## src/rtl/fruit_pkg.sv

```systemverilog
// Shared types and constants for the fruit game controller: FSM state,
// screen geometry, LFSR feedback taps and launch-parameter ranges.
package fruit_pkg;

  typedef enum logic [1:0] {
    ST_IDLE = 2'd0,
    ST_PLAY = 2'd1,
    ST_OVER = 2'd2
  } state_e;

  localparam int X_MAX    = 639;
  localparam int X_CENTER = 320;
  localparam int Y_MAX    = 479;

  // Fibonacci taps 16,14,13,11 expressed as zero-based bit positions.
  localparam logic [15:0] LFSR_TAPS = 16'hB400;

  localparam int LAUNCH_X_BASE = 64;
  localparam int LAUNCH_VX_MIN = 1;
  localparam int LAUNCH_VY_MIN = 8;
  localparam int START_DELAY   = 16;
  localparam int MAX_LEVEL     = 15;

  // Frames between launches for a given difficulty level, clamped from below.
  function automatic logic [7:0] spawn_interval(input logic [3:0] level,
                                                input int base_iv,
                                                input int min_iv);
    int iv;
    iv = base_iv - 4 * int'(level);
    if (iv < min_iv) iv = min_iv;
    return 8'(iv);
  endfunction

endpackage

```

## src/rtl/lfsr16.sv

```systemverilog
// 16-bit Fibonacci LFSR used as the launch-randomisation source.
module lfsr16
  import fruit_pkg::*;
#(
  parameter logic [15:0] SEED = 16'hACE1
) (
  input  logic        clk,
  input  logic        rst,
  input  logic        en_i,
  output logic [15:0] state_o
);

  logic [15:0] state_q;
  logic [15:0] state_d;

  always_comb begin
    state_d = en_i ? {state_q[14:0], ^(state_q & LFSR_TAPS)} : state_q;
  end

  // NOTE: clocked state is always written with non-blocking assignments so
  // every register samples the pre-edge values of its neighbours.
  always_ff @(posedge clk or posedge rst) begin
    if (rst) state_q <= SEED;
    else     state_q <= state_d;
  end

  assign state_o = state_q;

endmodule

```

## src/rtl/fruit_spawn_scheduler.sv

```systemverilog
// Game-level controller: schedules fruit launches into free slots, tracks
// occupancy, score, difficulty level and misses, and ends the game.
module fruit_spawn_scheduler
  import fruit_pkg::*;
#(
  parameter int          NUM_SLOTS     = 4,
  parameter int          BASE_INTERVAL = 90,
  parameter int          MIN_INTERVAL  = 20,
  parameter int          MAX_MISSES    = 3,
  parameter logic [15:0] LFSR_SEED     = 16'hACE1
) (
  input  logic                 frame_clk,
  input  logic                 Reset,
  input  logic                 start,
  input  logic [NUM_SLOTS-1:0] cut,
  input  logic [NUM_SLOTS-1:0] offscreen,
  output logic [NUM_SLOTS-1:0] launch,
  output logic [9:0]           launch_x,
  output logic [9:0]           launch_vx,
  output logic [9:0]           launch_vy,
  output logic [NUM_SLOTS-1:0] active,
  output logic [7:0]           score,
  output logic [3:0]           level,
  output logic [1:0]           misses,
  output logic                 game_over
);

  state_e state_q, state_d;

  logic [7:0]           countdown_q, countdown_d;
  logic [NUM_SLOTS-1:0] launch_q, launch_d;
  logic [9:0]           launch_x_q, launch_x_d;
  logic [9:0]           launch_vx_q, launch_vx_d;
  logic [9:0]           launch_vy_q, launch_vy_d;
  logic [NUM_SLOTS-1:0] active_q, active_d;
  logic [7:0]           score_q, score_d;
  logic [3:0]           level_q, level_d;
  logic [1:0]           misses_q, misses_d;

  logic [15:0] lfsr;
  logic        lfsr_unused;
  logic        run_play;
  logic        enter_play;
  logic        game_over_o;

  lfsr16 #(.SEED(LFSR_SEED)) u_lfsr (
    .clk    (frame_clk),
    .rst    (Reset),
    .en_i   (1'b1),
    .state_o(lfsr)
  );

  assign lfsr_unused = ^lfsr[15:14];

  // ---------------- FSM: state register ----------------
  always_ff @(posedge frame_clk or posedge Reset) begin
    if (Reset) state_q <= ST_IDLE;
    else       state_q <= state_d;
  end

  // ---------------- FSM: next state ----------------
  // NOTE: every combinational output gets a default first so no path
  // through the block leaves it unassigned and infers a latch.
  always_comb begin
    state_d = state_q;
    unique case (state_q)
      ST_IDLE: if (start) state_d = ST_PLAY;
      ST_PLAY: if (int'(misses_q) >= MAX_MISSES) state_d = ST_OVER;
      ST_OVER: if (start) state_d = ST_PLAY;
      default: state_d = ST_IDLE;
    endcase
  end

  // ---------------- FSM: outputs ----------------
  always_comb begin
    game_over_o = (state_q == ST_OVER);
    run_play    = (state_q == ST_PLAY) && (state_d == ST_PLAY);
    enter_play  = (state_q != ST_PLAY) && (state_d == ST_PLAY);
  end

  // ---------------- Datapath ----------------
  logic [NUM_SLOTS-1:0] free_slots, slot_sel, cut_hit, miss_hit;
  logic [7:0]           cut_cnt, miss_cnt;
  logic [8:0]           score_sum;
  logic [7:0]           miss_sum;
  logic                 fire;
  logic [9:0]           x_new, vx_mag;

  always_comb begin
    free_slots = ~active_q;
    slot_sel   = free_slots & (~free_slots + NUM_SLOTS'(1));
    // Cut takes priority: a slot both cut and lost in one frame is a score.
    cut_hit    = cut & active_q;
    miss_hit   = offscreen & active_q & ~cut;

    cut_cnt  = 8'd0;
    miss_cnt = 8'd0;
    for (int i = 0; i < NUM_SLOTS; i++) begin
      cut_cnt  = cut_cnt + 8'(cut_hit[i]);
      miss_cnt = miss_cnt + 8'(miss_hit[i]);
    end
    score_sum = {1'b0, score_q} + {1'b0, cut_cnt};
    miss_sum  = {6'd0, misses_q} + miss_cnt;

    fire   = run_play && (countdown_q <= 8'd1) && (|free_slots);
    x_new  = 10'(LAUNCH_X_BASE) + {1'b0, lfsr[8:0]};
    vx_mag = 10'(LAUNCH_VX_MIN) + {8'd0, lfsr[10:9]};
  end

  always_comb begin
    countdown_d = countdown_q;
    launch_d    = '0;
    launch_x_d  = launch_x_q;
    launch_vx_d = launch_vx_q;
    launch_vy_d = launch_vy_q;
    active_d    = active_q;
    score_d     = score_q;
    level_d     = level_q;
    misses_d    = misses_q;

    if (enter_play) begin
      countdown_d = 8'(START_DELAY);
      active_d    = '0;
      score_d     = 8'd0;
      level_d     = 4'd0;
      misses_d    = 2'd0;
    end else if (state_q == ST_PLAY && !run_play) begin
      active_d = '0;
    end else if (run_play) begin
      active_d = active_q & ~(cut_hit | miss_hit);
      score_d  = score_sum[8] ? 8'd255 : score_sum[7:0];
      level_d  = (score_d[7:6] != 2'b00) ? 4'(MAX_LEVEL) : score_d[5:2];
      misses_d = (miss_sum > 8'd3) ? 2'd3 : miss_sum[1:0];

      // Selection looks at registered occupancy, so a slot freed this frame
      // only becomes a launch target on the following frame.
      if (fire) begin
        launch_d    = slot_sel;
        active_d    = active_d | slot_sel;
        countdown_d = spawn_interval(level_q, BASE_INTERVAL, MIN_INTERVAL);
        launch_x_d  = x_new;
        launch_vx_d = (x_new < 10'(X_CENTER)) ? vx_mag : -vx_mag;
        launch_vy_d = -(10'(LAUNCH_VY_MIN) + {7'd0, lfsr[13:11]});
      end else if (countdown_q != 8'd0) begin
        countdown_d = countdown_q - 8'd1;
      end
    end
  end

  always_ff @(posedge frame_clk or posedge Reset) begin
    if (Reset) begin
      countdown_q <= 8'd0;
      launch_q    <= '0;
      launch_x_q  <= 10'd0;
      launch_vx_q <= 10'd0;
      launch_vy_q <= 10'd0;
      active_q    <= '0;
      score_q     <= 8'd0;
      level_q     <= 4'd0;
      misses_q    <= 2'd0;
    end else begin
      countdown_q <= countdown_d;
      launch_q    <= launch_d;
      launch_x_q  <= launch_x_d;
      launch_vx_q <= launch_vx_d;
      launch_vy_q <= launch_vy_d;
      active_q    <= active_d;
      score_q     <= score_d;
      level_q     <= level_d;
      misses_q    <= misses_d;
    end
  end

  assign launch    = launch_q;
  assign launch_x  = launch_x_q;
  assign launch_vx = launch_vx_q;
  assign launch_vy = launch_vy_q;
  assign active    = active_q;
  assign score     = score_q;
  assign level     = level_q;
  assign misses    = misses_q;
  assign game_over = game_over_o;

endmodule
```

## config.mk

```make
export PLATFORM = sky130hd
export DESIGN_NAME = fruit_spawn_scheduler
export DESIGN_NICKNAME = d
export VERILOG_FILES = /design/src/rtl/fruit_pkg.sv /design/src/rtl/lfsr16.sv /design/src/rtl/fruit_spawn_scheduler.sv
export SDC_FILE = /design/constraint.sdc
export NUM_CORES = 1
export LEC_CHECK = 0
export BUFFER_PORTS_ARGS = -buffer_cell sky130_fd_sc_hd__clkbuf_2
export CAP_MARGIN = 5
export CORE_MARGIN = 5
export CORE_UTILIZATION = 35
export DETAILED_ROUTE_END_ITERATION = 10
export PLACE_DENSITY = 0.52
export SLEW_MARGIN = 20
export SYNTH_ARGS = -nofsm -noshare
export SYNTH_HDL_FRONTEND = slang
export SYNTH_SLANG_ARGS = --single-unit
```

## constraint.sdc

```tcl
create_clock -name frame_clk -period 4.9 [get_ports frame_clk]
set_input_delay 0.735 -clock frame_clk [delete_from_list [all_inputs] [get_ports frame_clk]]
set_output_delay 0.735 -clock frame_clk [all_outputs]
set_load 0.02 [all_outputs]
```

# Word level (Yosys, flattened, before mapping)
# Index checks and enable logic that the tools add are counted.
word_totals:
  ff_bits: 78
  ram_bits: 0
  mem_count: 0
  romBits: 0
  latchBits: 0
  inputBits: 11
  word_cells: 98
op_classes:
  multipliers: 0
  shift: 0
  n_lt_le_gt_ge: 5
  n_div: 0
  eq_ne: 5
  reduce_logical: 18
  n_addsub: 16
  bitwise_logic: 13
  muxes: 30
op_table:
  columns: ["cell", "n"]
  rows:
  - ["$mux W8", 10]
  - ["$mux W4", 12]
  - ["$and A4 B4 Y4", 5]
  - ["$not A4 Y4", 4]
  - ["$reduce_xor A16 Y1", 1]
  - ["$mux W2", 6]
  - ["$add A7 B9 Y10 const A", 1]
  - ["$lt A10 B9 Y1 const B", 1]
  - ["$mux W10", 1]
  - ["$neg A3 Y10", 1]
  - ["$neg A5 Y10", 1]
  - ["$add A8 B4 Y9", 1]
  - ["$add A3 B1 Y4", 2]
  - ["$le A8 B1 Y1 const B", 1]
  - ["$lt A8 B6 Y1 const B", 1]
  - ["$or A4 B4 Y4", 2]
  - ["$reduce_bool A8 Y1", 1]
  - ["$sub A7 B6 Y8 const A", 1]
  - ["$sub A8 B1 Y8 const B", 1]
  - ["$add A2 B1 Y3", 2]
  - ["$reduce_bool A3 Y1", 2]
  - ["$add A2 B4 Y5", 1]
  - ["$add A4 B3 Y5 const A", 1]
  - ["$gt A5 B2 Y1 const B", 1]
  - ["other kinds (19)", 27]

# Depth between registers and ports, before layout
depth:
  depth_word: 11
  depth_mapped: 12

# Modules after synthesis
# A second synthesis with hierarchy kept.
hier_totals:
  cells_unflattened: 354
  area_unflattened_um2: 3699.8
by_module_without_submodules:
  columns: ["mod", "area_per_inst_um2", "seq_area_each_um2", "cells_per_inst", "n_inst"]
  rows:
  - ["fruit_spawn_scheduler", 3020.4, 1301.2, 315, 1]
  - ["lfsr16", 679.4, 410.4, 39, 1]

# Worst setup path after synthesis
# Ideal clock, no wire load.
synth_timing:
  kind: "input -> register"
  start: "input port cut[0]"
  end: "register level_q[0], in the netlist level[0]"
  n_path_buf: 0
  arrival_ns: 2.818
  required_ns: 4.750
  cell_stages: 11
  setup_slack_ns: 1.932
  cell_sequence: "and2_1 fa_1 inv_1 fa_1 inv_1 fa_1 nand3_1 nor2_1 nand4b_1 o311ai_1 o211ai_1"
synth_between:
  elab_chain_cells: 11
synth_rtl:
  columns: ["element", "line_no", "rtl"]
  rows:
  - ["start, declared", "fruit_spawn_scheduler.sv:15", "input logic [NUM_SLOTS-1:0] cut,"]
  - ["$and A4 B4 Y4 *", "fruit_spawn_scheduler.sv:93", "cut_hit = cut & active_q;"]
  - ["$add A1 B1 Y2 *", "fruit_spawn_scheduler.sv:99", "cut_cnt = cut_cnt + 8'(cut_hit[i]);"]
  - ["$add A2 B1 Y3 *", "fruit_spawn_scheduler.sv:99", null]
  - ["$add A3 B1 Y4 *", "fruit_spawn_scheduler.sv:99", null]
  - ["$add A8 B4 Y9 *", "fruit_spawn_scheduler.sv:102", "score_sum = {1'b0, score_q} + {1'b0, cut_cnt};"]
  - ["$mux W8 *", "fruit_spawn_scheduler.sv:131", "score_d = score_sum[8] ? 8'd255 : score_sum[7:0];"]
  - ["$reduce_bool A2 Y1", "fruit_spawn_scheduler.sv:132", "level_d = (score_d[7:6] != 2'b00) ? 4'(MAX_LEVEL) : score_d[5:2];"]
  - ["$mux W4 *", "fruit_spawn_scheduler.sv:132", null]
  - ["$mux W4 *", "fruit_spawn_scheduler.sv:129", "end else if (run_play) begin"]
  - ["$mux W4 *", "fruit_spawn_scheduler.sv:127", "end else if (state_q == ST_PLAY && !run_play) begin"]
  - ["$mux W4 *", "fruit_spawn_scheduler.sv:121", "if (enter_play) begin"]
  - ["end signal, assigned", "fruit_spawn_scheduler.sv:169", "level_q <= level_d;"]
  - ["end, declared", "fruit_spawn_scheduler.sv:37", "logic [3:0] level_q, level_d;"]
# Mark *: on every way between the ends. The rest lies on a longest branch, timed or not. The select of a mux whose other input is x is not followed.
# A chain may end at the register's enable or synchronous reset.

# Worst setup path after layout
layout_timing:
  start: "register active_q[0], in the netlist active[0]"
  end: "register level_q[3], in the netlist level[3]"
layout_between:
  elab_chain_cells: 11
layout_rtl:
  columns: ["element", "line_no", "rtl"]
  rows:
  - ["start, declared", "fruit_spawn_scheduler.sv:35", "logic [NUM_SLOTS-1:0] active_q, active_d;"]
  - ["start signal, assigned", "fruit_spawn_scheduler.sv:167", "active_q <= active_d;"]
  - ["$and A4 B4 Y4 *", "fruit_spawn_scheduler.sv:93", null]
  - ["$add A1 B1 Y2 *", "fruit_spawn_scheduler.sv:99", null]
  - ["$add A2 B1 Y3 *", "fruit_spawn_scheduler.sv:99", null]
  - ["$add A3 B1 Y4 *", "fruit_spawn_scheduler.sv:99", null]
  - ["$add A8 B4 Y9 *", "fruit_spawn_scheduler.sv:102", null]
  - ["$mux W8 *", "fruit_spawn_scheduler.sv:131", null]
  - ["$reduce_bool A2 Y1", "fruit_spawn_scheduler.sv:132", null]
  - ["$mux W4 *", "fruit_spawn_scheduler.sv:132", null]
  - ["$mux W4 *", "fruit_spawn_scheduler.sv:129", null]
  - ["$mux W4 *", "fruit_spawn_scheduler.sv:127", null]
  - ["$mux W4 *", "fruit_spawn_scheduler.sv:121", null]
# Marked as above.

==> metrics.txt <==
Max Used Layer=met4; clock buffer depth=2; H-Tree Depth=3; Rel. slew slack=0.4567; slew of the pin with the lowest slew margin=807.6 ps; Num CTS Buffers=9; post-synth cell types=50; WL/cell=13.84 um; Max FO, Critical Path=11; # setup viols final=0; Initial Util=0.3575; crit share post-route=0.6099; Synth Cell Area=3495 sq um; unrepaired setup endpoints after global routing=no; Hold WS=353.6 ps; width of the die=109.9 um; critical path class=flip-flop to flip-flop; Top-Level Pins=64; dominant synthesized flop cell=dfrtp_1; fraction of registers with async set/reset=1.000; vias in the first global route=2499; CP endpoint kind=flip-flop; maximum number of pins on one net before global-route repair=42; Worst EP arrival=3180 ps; Met3 Wirelength=451 um; Period minus WS final=2988 ps; Post CTS Setup Buffer Count=0; layout cells sized above 1=0.2620; Multi-input gate area=1577 sq um; Die Height=109.9 um; area added between synthesis and finish=16.15%; GRT Overall Usage=0.1322; FP Rows=36; startpoint types=flip-flop; Layout fillers=989; Resized cells post-CTS=0; DIE AREA=12080 sq um; Vias per Instance=4.917; CTS tree=built; EDFF count, synth=0; Syn Area/Cell=10.37 sq um; antenna viol nets, final=0; sequential fraction of the synthesis area=0.4898; worst skew pair latency=350 ps; Synthesized Nets=368; Met1 Wirelength=3464 um; Setup Skew=12.56 ps; diodes inserted=0; vias after detailed routing=2606; Final Hold Viols=0; met2 wire len=3308 um; DR pass1 iterations=5; RD Place Congestion=0.8133; GRT Residual Overflow=0; port bufs=63; # DRC=0; Root Buffer=clkbuf_8; first-pass GRT wire length=12480 um; synth warn=0; worst hold path class=flip-flop to flip-flop; Final Max Slew Viols=0; run status=complete, no violations; Required @ worst endpoint=5090 ps; HPWL Detailed=5366 um; CORE AREA=9774 sq um; clk slew on worst S/H paths=80 ps; VDD IR max=0.1662 mV; clk sinks=68; Setup TNS Final=0 ps; drt initial violations=108; Max Cap Viol=0; Pleak=1.971 nW; FF/Latch Area=1712 sq um; Nets=423; Post-Route WL=7335 um; hold buffer count at CTS=0; P per Cell Area=431.5 nW/um^2; Yosys reg bits=68; initial antenna violation count=0; Synth Instances=337; Max Fclk=334.6 MHz
-- final cells by class --
type | count | share of cell area
Timing Repair Buffer | 64 | 0.07953
Tap cell | 133 | 0.04100
Multi-Input combinational cell | 229 | 0.3884
Inverter | 20 | 0.01850
Sequential cell | 68 | 0.4217
Clock inverter | 7 | 0.02035
Clock buffer | 9 | 0.03052
-- cells in the final DEF (no fill, tap or decap), types with 4 or more instances in the layout --
cell type,instances
clkbuf_8,9
nor3b_1,5
o21ai_0,9
a22o_1,4
nor2_1,20
a31oi_1,4
inv_1,19
a21o_1,6
nand3_1,8
a21oi_1,19
fa_1,6
dfstp_2,8
mux2_4,9
and2_1,6
nand2b_1,4
nor2b_1,4
dfrtp_1,60
ha_1,14
clkbuf_2,63
nor3_1,4
xnor2_1,5
nand2_1,44
o21ai_1,15
o211ai_1,5
-- synthesized netlist by cell type (2+ instances only) --
| library cell | number | area share |
|---|---|---|
| nand3_1 | 8 | 0.011 |
| a31o_2 | 2 | 0.0050 |
| nor3b_1 | 5 | 0.011 |
| a21o_1 | 6 | 0.013 |
| clkbuf_1 | 2 | 0.0021 |
| xor2_1 | 2 | 0.0050 |
| nor2_1 | 20 | 0.021 |
| o211ai_1 | 5 | 0.011 |
| nor4_1 | 2 | 0.0036 |
| a22o_1 | 4 | 0.010 |
| or3_1 | 2 | 0.0036 |
| fa_1 | 6 | 0.034 |
| o31a_1 | 2 | 0.0050 |
| buf_4 | 11 | 0.024 |
| nor2b_1 | 4 | 0.0072 |
| o21ai_1 | 15 | 0.021 |
| nand4_1 | 3 | 0.0054 |
| dfstp_2 | 8 | 0.060 |
| dfrtp_1 | 60 | 0.43 |
| nor3_1 | 4 | 0.0057 |
| nand2b_1 | 4 | 0.0072 |
| and3b_1 | 2 | 0.0050 |
| nand2_1 | 44 | 0.047 |
| o21a_1 | 2 | 0.0043 |
| inv_1 | 20 | 0.021 |
| mux2_4 | 9 | 0.039 |
| buf_2 | 6 | 0.0086 |
| xnor2_1 | 5 | 0.013 |
| ha_1 | 14 | 0.050 |
| o21ai_0 | 9 | 0.013 |
| nand3b_1 | 3 | 0.0064 |
| o31ai_1 | 3 | 0.0064 |
| a21oi_1 | 19 | 0.027 |
| o2bb2ai_1 | 2 | 0.0050 |
| a31oi_1 | 4 | 0.0072 |
| and2_1 | 6 | 0.011 |
-- layer usage --
layer | up-vias | track usage
met4 | 0 | 0.04987
met5 | - | 0
li1 | 1273 | -
met2 | 69 | 0.1911
met3 | 11 | 0.03817
met1 | 1253 | 0.1865
-- worst paths after layout --
kind	from	endpoint	slack, ps	depth (start not counted)
min	u_lfsr.state_o[14]	u_lfsr.state_o[15]	350	0
min in group asynchronous	Reset	u_lfsr.state_o[2]	430	2
max	active[0]	level[3]	1910	11
min reg2reg	u_lfsr.state_o[14]	u_lfsr.state_o[15]	350	0
max in group asynchronous	Reset	u_lfsr.state_o[11]	3520	3
max reg2reg	active[0]	level[3]	1910	11
-- registers in the layout, indices dropped and copies added, names as in the netlist --
name and flops:
launch_vy 5, countdown_q 8, launch_x 10, score 8
active 4, level 4, launch 4, state_q 2
u_lfsr.state_o 16, launch_vx 5, misses 2
-- power by group --
part | switching (W) | internal [W] | leakage (nW)
logic | 0.000360 | 0.000205 | 0.979
clock network | 0.000237 | 0.000244 | 0.0988
registers | 0.0000799 | 0.000626 | 0.893
total | 0.000677 | 0.00107 | 1.97
-- critical path: stages, from the launching register on --
cell	delay [ps]
dfrtp_1	510
and2_1	220
fa_1	500
inv_1	50
fa_1	440
inv_1	80
fa_1	250
nand3_1	90
nor2_1	210
nand4b_1	120
o311ai_1	180
o211ai_1	180
-- cell families after synthesis --
kind of cell / count (synthesis) / share of synthesized area
buffers and inverters: 40 / 0.05908
AO/OA/AOI/OAI: 81 / 0.1500
XOR/XNOR: 7 / 0.01754
AND/OR/NAND/NOR: 112 / 0.1604
multiplexers: 9 / 0.03867
adder cells (fa/ha/maj): 20 / 0.08450
flip-flops: 68 / 0.4898
-- metrics by stage --
stage | utilization | cell area (sq um) | worst slack (ps) | cells | total power [W]
detailed placement | 0.3941 | 3852 | 1590 | 514 | 0.001285
finish | 0.4153 | 4059 | 1912 | 530 | 0.001752
CTS | 0.4153 | 4059 | 1900 | 530 | 0.001776
global placement | 0.3941 | 3852 | 1692 | 514 | 0.001286
global route | 0.4153 | 4059 | 1697 | 530 | 0.001887
floorplan | - | 3495 | 1932 | 337 | 0.001161
Note: power is estimated with default switching activity, not from simulation.
